File: src/rtl/collatz_host_seq.sv
// Host sequencer for the Collatz core pin protocol: writes a start value
// byte-wise, pulses GO, waits for COMPUTE to finish, reads back the result.
// Ports: clk/reset (sync, active-high); cmd_* start-value handshake;
// res_* result handshake; core_* pin-level link to the accelerator core.
module collatz_host_seq #(
  parameter int START_BYTES = 18,
  parameter int TIMEOUT_W = 24,
  parameter logic [TIMEOUT_W-1:0] TIMEOUT_CYCLES = 24'h10_0000
) (
  input  logic                     clk,
  input  logic                     reset,
  input  logic                     cmd_valid,
  output logic                     cmd_ready,
  input  logic [8*START_BYTES-1:0] cmd_start,
  output logic                     res_valid,
  input  logic                     res_ready,
  output logic [15:0]              res_orbit_len,
  output logic [15:0]              res_path_h16,
  output logic                     res_timeout,
  output logic [7:0]               core_ui_in,
  output logic [7:0]               core_uio_in,
  input  logic [7:0]               core_uo_out,
  input  logic [7:0]               core_uio_out,
  input  logic [7:0]               core_uio_oe
);

  typedef enum logic [2:0] {
    S_IDLE,
    S_WRITE,
    S_GO,
    S_WAIT_ENTER,
    S_WAIT_DONE,
    S_READ,
    S_RESULT
  } state_t;

  localparam logic [4:0] LAST_IDX = 5'(START_BYTES - 1);
  localparam logic [TIMEOUT_W-1:0] WD_LAST =
    TIMEOUT_CYCLES - {{(TIMEOUT_W-1){1'b0}}, 1'b1};

  state_t state, state_d;
  logic [8*START_BYTES-1:0] start_q;
  logic [4:0] idx;
  logic [2:0] rcnt;
  logic [TIMEOUT_W-1:0] wdog;
  logic [15:0] orbit_q;
  logic [15:0] path_q;
  logic tmo_q;
  logic in_compute;
  logic wd_hit;

  // Busy status is debug-only; completion is judged from the oe bit.
  logic unused_ok;
  assign unused_ok = ^{core_uio_out, core_uio_oe[6:0]};

  assign in_compute = core_uio_oe[7];
  assign wd_hit = (wdog == WD_LAST);

  assign res_orbit_len = orbit_q;
  assign res_path_h16 = path_q;
  assign res_timeout = tmo_q;

  always_comb begin
    state_d = state;
    cmd_ready = 1'b0;
    res_valid = 1'b0;
    core_uio_in = 8'h00;
    core_ui_in = 8'h00;
    unique case (state)
      S_IDLE: begin
        cmd_ready = !in_compute;
        if (cmd_valid && cmd_ready) state_d = S_WRITE;
      end
      S_WRITE: begin
        core_uio_in = {3'b100, idx};
        core_ui_in = start_q[{idx, 3'b000} +: 8];
        if (idx == LAST_IDX) state_d = S_GO;
      end
      S_GO: begin
        core_uio_in = 8'h40;
        state_d = S_WAIT_ENTER;
      end
      S_WAIT_ENTER: begin
        if (in_compute) state_d = S_WAIT_DONE;
        else if (wd_hit) state_d = S_RESULT;
      end
      S_WAIT_DONE: begin
        if (!in_compute) state_d = S_READ;
        else if (wd_hit) state_d = S_RESULT;
      end
      S_READ: begin
        unique case (rcnt)
          3'd0: core_uio_in = 8'h00;
          3'd1: core_uio_in = 8'h01;
          3'd2: core_uio_in = 8'h20;
          3'd3: core_uio_in = 8'h21;
          default: core_uio_in = 8'h00;
        endcase
        if (rcnt == 3'd4) state_d = S_RESULT;
      end
      S_RESULT: begin
        res_valid = 1'b1;
        if (res_ready) state_d = S_IDLE;
      end
      default: state_d = S_IDLE;
    endcase
  end

  always_ff @(posedge clk) begin
    if (reset) begin
      state <= S_IDLE;
      start_q <= '0;
      idx <= '0;
      rcnt <= '0;
      wdog <= '0;
      orbit_q <= '0;
      path_q <= '0;
      tmo_q <= 1'b0;
    end else begin
      state <= state_d;
      unique case (state)
        S_IDLE: begin
          if (cmd_valid && cmd_ready) begin
            start_q <= cmd_start;
            idx <= '0;
          end
        end
        S_WRITE: idx <= idx + 5'd1;
        S_GO: begin
          wdog <= '0;
          rcnt <= '0;
        end
        S_WAIT_ENTER, S_WAIT_DONE: begin
          wdog <= wdog + {{(TIMEOUT_W-1){1'b0}}, 1'b1};
          if (state_d == S_RESULT) begin
            tmo_q <= 1'b1;
            orbit_q <= '0;
            path_q <= '0;
          end
        end
        S_READ: begin
          rcnt <= rcnt + 3'd1;
          // Read data lags its address by one cycle.
          unique case (rcnt)
            3'd0: tmo_q <= 1'b0;
            3'd1: orbit_q[7:0] <= core_uo_out;
            3'd2: orbit_q[15:8] <= core_uo_out;
            3'd3: path_q[7:0] <= core_uo_out;
            3'd4: path_q[15:8] <= core_uo_out;
            default: ;
          endcase
        end
        default: ;
      endcase
    end
  end

endmodule
File: config.mk
export PLATFORM = sky130hd
export DESIGN_NAME = collatz_host_seq
export DESIGN_NICKNAME = d
export VERILOG_FILES = /design/src/rtl/collatz_host_seq.sv
export SDC_FILE = /design/constraint.sdc
export NUM_CORES = 1
export LEC_CHECK = 0
export ABC_AREA = 1
export CORE_MARGIN = 2
export CORE_UTILIZATION = 47
export CTS_BUF_LIST = sky130_fd_sc_hd__clkbuf_8
export DETAILED_ROUTE_END_ITERATION = 8
export PLACE_DENSITY = 0.77
export REMOVE_ABC_BUFFERS = 1
export SYNTH_ARGS = -nofsm -noshare
export SYNTH_HDL_FRONTEND = slang
export SYNTH_SLANG_ARGS = --single-unit
File: constraint.sdc
create_clock -name clk -period 2.14 [get_ports clk]
set_clock_uncertainty 0.1 [all_clocks]
set_input_delay 0.321 -clock clk [delete_from_list [all_inputs] [get_ports clk]]
set_output_delay 0.321 -clock clk [all_outputs]
set_load 0.005 [all_outputs]
Word-level counts from Yosys, hierarchy flattened
Index checks and enable logic that the tools add are counted.

storage, ports and cells
  output and inout bits = 51
  input port bits = 172
  bits in registers = 212
  logic and storage cells = 78

operators by class
  shift operators = 1
  reductions and logical operators = 17
  equality and inequality tests = 20
  $add $sub $neg = 3
  mux-type cells = 27

operators with widths
  kind                                                    number
  indexed part select 144 x 9 -> 8 bit                    1
  case mux 16 bit (2 select lines)                        2
  case mux 24 bit (2 select lines)                        1
  2-to-1 mux 8 bit                                        5
  adder 24 x 1 -> 24 bit (second input constant)          1
  equality test 24 x 20 -> 1 bit (second input constant)  1
  case mux 8 bit (3 select lines)                         1
  2-to-1 mux 3 bit                                        7
  case mux 3 bit (7 select lines)                         1
  case mux 6 bit (3 select lines)                         1
  2-to-1 mux 16 bit                                       1
  equality test 3 bit (second input constant)             5
  AND reduction 3 bit                                     5
  equality test 3 x 2 -> 1 bit (second input constant)    4
  case mux 5 bit (2 select lines)                         1
  != test 2 x 1 -> 1 bit (second input constant)          4
  nonzero test 2 bit                                      4
  equality test 3 x 1 -> 1 bit (second input constant)    2
  zero test 3 bit                                         2
  != test 2 bit (second input constant)                   3
  case mux 3 bit (2 select lines)                         1
  adder 5 x 1 -> 5 bit (second input constant)            1
  equality test 5 bit (second input constant)             1
  2-to-1 mux 5 bit                                        1
  other kinds (7)                                         12

Depth between registers and ports, before layout
  depth in word-level cells = 7
  gate-level depth with buffers = 16
  gate-level depth less buffers = 15

Worst setup path before layout
OpenSTA, ideal clock, no wires.

  path type = flip-flop to flip-flop
  from = register idx[1]
  to = register orbit_q[10] (netlist: res_orbit_len[10])
  setup time = 0.115 ns
  arrival = 2.022 ns
  clock period less this slack = 2.237 ns
  data required time = 1.925 ns
  setup slack = -0.097 ns
  path buffers = 4
  cell stages (with the launch flop) = 15
  cell sequence = dfxtp_1 > clkbuf_1 > clkinv_1 > clkbuf_1 > ha_1 > nand3_1 > nor2_1 > nor2_1 > nand2_1 > nand3_1 > nand2_2 > buf_6 > buf_6 > a21oi_1 > nor2_1

on the way
  word-level cells in the longest chain between the ends = 6

ends and longest elaborated chain
  item                                  line  RTL
  start, declared                       43    logic [4:0] idx;
  start signal, assigned                128   S_WRITE: idx <= idx + 5'd1;
  equality test 5 bit                   77    if (idx == LAST_IDX) state_d = S_GO;
  2-to-1 mux 3 bit                      77
  case mux 3 bit (7 select lines)       69    unique case (state)
  equality test 3 bit                   135   if (state_d == S_RESULT) begin
  != test 2 bit (no source line)        --
  AND reduction 3 bit (no source line)  --
  end signal, assigned                  147   3'd2: orbit_q[15:8] <= core_uo_out;
  end, declared                         46    logic [15:0] orbit_q;

No other way between the ends.
A chain may end at the register's enable or synchronous reset.

Worst setup path after layout
  from = register idx[0]
  to = output port core_ui_in[2]

on the way
  word-level cells in the longest chain between the ends = 2

ends and longest elaborated chain
  item                                  line  RTL
  indexed part select 144 x 9 -> 8 bit  76    core_ui_in = start_q[{idx, 3'b000} +: 8];
  2-to-1 mux 8 bit                      69
  end, declared                         20    output logic [7:0] core_ui_in,

No other way between the ends.

==> metrics.md <==
| Metric | Value |
|---|---|
| Layout cells sized above 1 | `16.4%` |
| RSZ-0062 raised after global routing | `yes` |
| Count leader, synth | `a21oi_1` |
| Clk sinks | `212` |
| Height of the die | `148 um` |
| Synth cell count leaders | `276 x a21oi_1, 248 x nand2_1, 212 x dfxtp_1` |
| Setup TNS Final | `-3.44 ns` |
| CTS Buffer Depth | `3` |
| Vias | `10700` |
| DR pass1 iterations | `5` |
| Mux cell area share after synthesis | `0%` |
| Peak supply drop | `0.000397 V` |
| Global-route wire length before repair | `49900 um` |
| Post-synthesis adder-cell area fraction | `1.03%` |
| Critical Path Max Stage Delay | `0.41 ns` |
| Placed Cells | `1865` |
| CTS tree | `built` |
| Detailed Place HPWL | `20800 um` |
| Failing checks | `setup timing` |
| Synthesis warning total | `0` |
| Die area | `0.0218 mm2` |
| Post-layout minimum cycle time | `2.55 ns` |
| Critical path cell sequence | `buf_12 -> buf_16 -> o21ai_1 -> nand3_1 -> nand3_2 -> nand2_1 -> o21ai_0 -> a21oi_2 -> buf_2` |
| Crit-path slowest cell | `dfxtp_4` |
| Setup Crit Path Kind | `reg2out` |
| Seq cells post-synth | `212` |
| Area leader, netlist | `dfxtp_1` |
| Mapped cell area | `0.00971 mm2` |
| Worst Max-Slew Pin Slew | `0.476 ns` |
| Synth Area in Compound Gates | `24.4%` |
| Ys flop type | `dfxtp_1` |
| Congestion Overflow GR | `0` |
| Number of synthesized flops with an enable pin | `0` |
| P per Cell Area | `663 mW/mm2` |
| Hold WS | `0.107 ns` |
| Sequential share of the synthesized area | `43.7%` |
| H-tree lvl count | `2` |
| Asr flop ratio synth | `0%` |
| Tcrit/Tclk final | `119%` |
| Num rows | `52` |
| Final setup fails | `23` |
| Status | `finished, violations left` |
| Top post-synthesis cells by area | `dfxtp_1 44%, a21oi_1 14%, nand2_1 9.6%` |
| Syn Inst Count | `1402` |
| Iter 0 DRT Violations | `828` |
| Main combinational cell family by area after synthesis | `compound AO/OA/AOI/OAI gates` |
| CP arrival | `2.13 ns` |
| Max cap viols | `0` |
| Syn_area_per_cell | `6.92 um2` |
| Num CTS Buffers | `36` |
| I/O pins | `223` |
| Setup ws final | `-0.414 ns` |
| Wire per inst | `16.2 um` |
| Slew margin rel. | `68.2%` |
| XOR/XNOR Fraction of Synth Area | `0%` |
| Drt drc | `0` |
| CTS clock-pin slew for the worst setup and hold paths | `0.06 ns` |
| Core Region | `0.0202 mm2` |
| Vias in the first global route | `10200` |
| Root buf cell | `clkbuf_8` |
| Final hold vios | `0` |
| Netlist cell types | `34` |
| Pins over their slew limit | `0` |
| Gr usage total | `27.8%` |
| P_leak | `5.45 nW` |
| Overall Power | `9.27 mW` |
| CP Capture Type | `output pin` |
| Initial antenna violation count | `1` |
| Place WS | `-0.347 ns` |
| Worst hold path class | `in2reg` |
| Max Freq | `392 MHz` |
| Die width | `148 um` |
| Clock Latency Late Sink | `0.53 ns` |
| Fin nets | `1838` |
| Vias/cell | `5.47` |
| Post-Synth Simple-Gate Area | `21.7%` |
| Final wirelength | `31700 um` |
| Top cell type's share of synthesized area | `43.7%` |
| Initial Util | `48.0%` |
| Synth-to-Final Area Change | `44.0%` |
| Placer Congestion | `0.877` |
| Worst EP required | `1.72 ns` |
| ANT nets after route | `0` |
| Startpoint Class | `flip-flop` |
| Largest net degree at the start of global routing | `95` |
| Final cell count without fillers | `1956` |
| Port bufs | `207` |
| Max FO, Critical Path | `13` |
## cell families after synthesis
logic type      Yosys count
simple gates            491
buf+inv                 230
fa+ha+maj                 8
flops                   212
compound gates          461
## routing by layer
layer,global-route usage [%],vias up,wire length [um]
met5,0,-,0
met4,12.5,0,1110
met3,5.12,93,2420
met2,45.4,466,14800
met1,36.0,4932,13300
li1,-,5214,-
## flip-flops by register name, summed over array words and instances (netlist names)
signal,flops
state,3
start_q,144
wdog,24
idx,5
res_path_h16,16
res_orbit_len,16
res_timeout,1
rcnt,3
## cells in the final DEF, fill, tap and decap left out, types with 3 or more instances in the layout
cell type	n
buf_2	10
o21ai_0	122
nand3_1	123
nand2_4	3
dfxtp_1	203
a21oi_1	248
nor2_4	7
o21ai_2	5
nand4_1	5
a211oi_1	5
inv_1	124
dfxtp_4	4
buf_4	82
nor4_1	3
nand2_2	7
nand2_1	240
o21ai_1	38
a221oi_1	4
nor3_1	7
dlygate4sd2_1	3
buf_12	15
inv_2	5
nor2_1	69
clkinv_2	6
or2_2	3
o211ai_1	3
ha_1	7
clkdlybuf4s15_1	3
buf_6	12
nand3_2	16
dfxtp_2	5
a21oi_2	26
clkdlybuf4s50_1	188
clkbuf_8	50
## where the power goes
| group | total [mW] | switching (mW) | internal [mW] |
|---|---|---|---|
| clock | 3.75 | 1.67 | 2.09 |
| combinational | 1.32 | 0.680 | 0.643 |
| sequential | 4.19 | 0.0756 | 4.12 |
| total | 9.27 | 2.42 | 6.85 |
## area by class of cell
cell class / instances / area, um2
well taps: 270 / 338
diodes: 1 / 2.50
clock inverters: 15 / 72.6
fillers: 1623 / 6260
clock buffers: 50 / 688
multi-input cells: 960 / 4880
repair buffers: 322 / 3230
inverters: 126 / 490
flip-flops and latches: 212 / 4270
## final timing paths
| path | startpoint | to | slack, ns | cells after the start |
|---|---|---|---|---|
| max | idx[0] | core_ui_in[2] | -0.41 | 9 |
| min | reset | start_q[78] | 0.11 | 4 |
| max reg2reg | idx[0] | res_orbit_len[5] | -0.05 | 12 |
| min reg2reg | start_q[129] | start_q[129] | 0.35 | 2 |
## metrics by stage
stage	area [um2]	utilization, %
after detailed placement	12600	62.1
after CTS	13700	67.5
after global placement	12600	62.1
after floorplan	9290	-
after global routing	14000	69.0
final	14000	69.1
## critical path: cells and delay by family (launching register included)
kind	cells	cell delay (ns)
AOI/OAI and AO/OA	3	0.46
buffers and inverters	3	0.43
DFF	1	0.41
and+or+nand+nor	3	0.30
## timing repair
action,4_1_cts,5_1_grt
resized for setup,131,70
pin swaps,32,35
setup endpoints to repair,42,57
buffers inserted,13,6
hold buffers,0,0
cloned,3,4
Power figures use the tool's default switching activity.
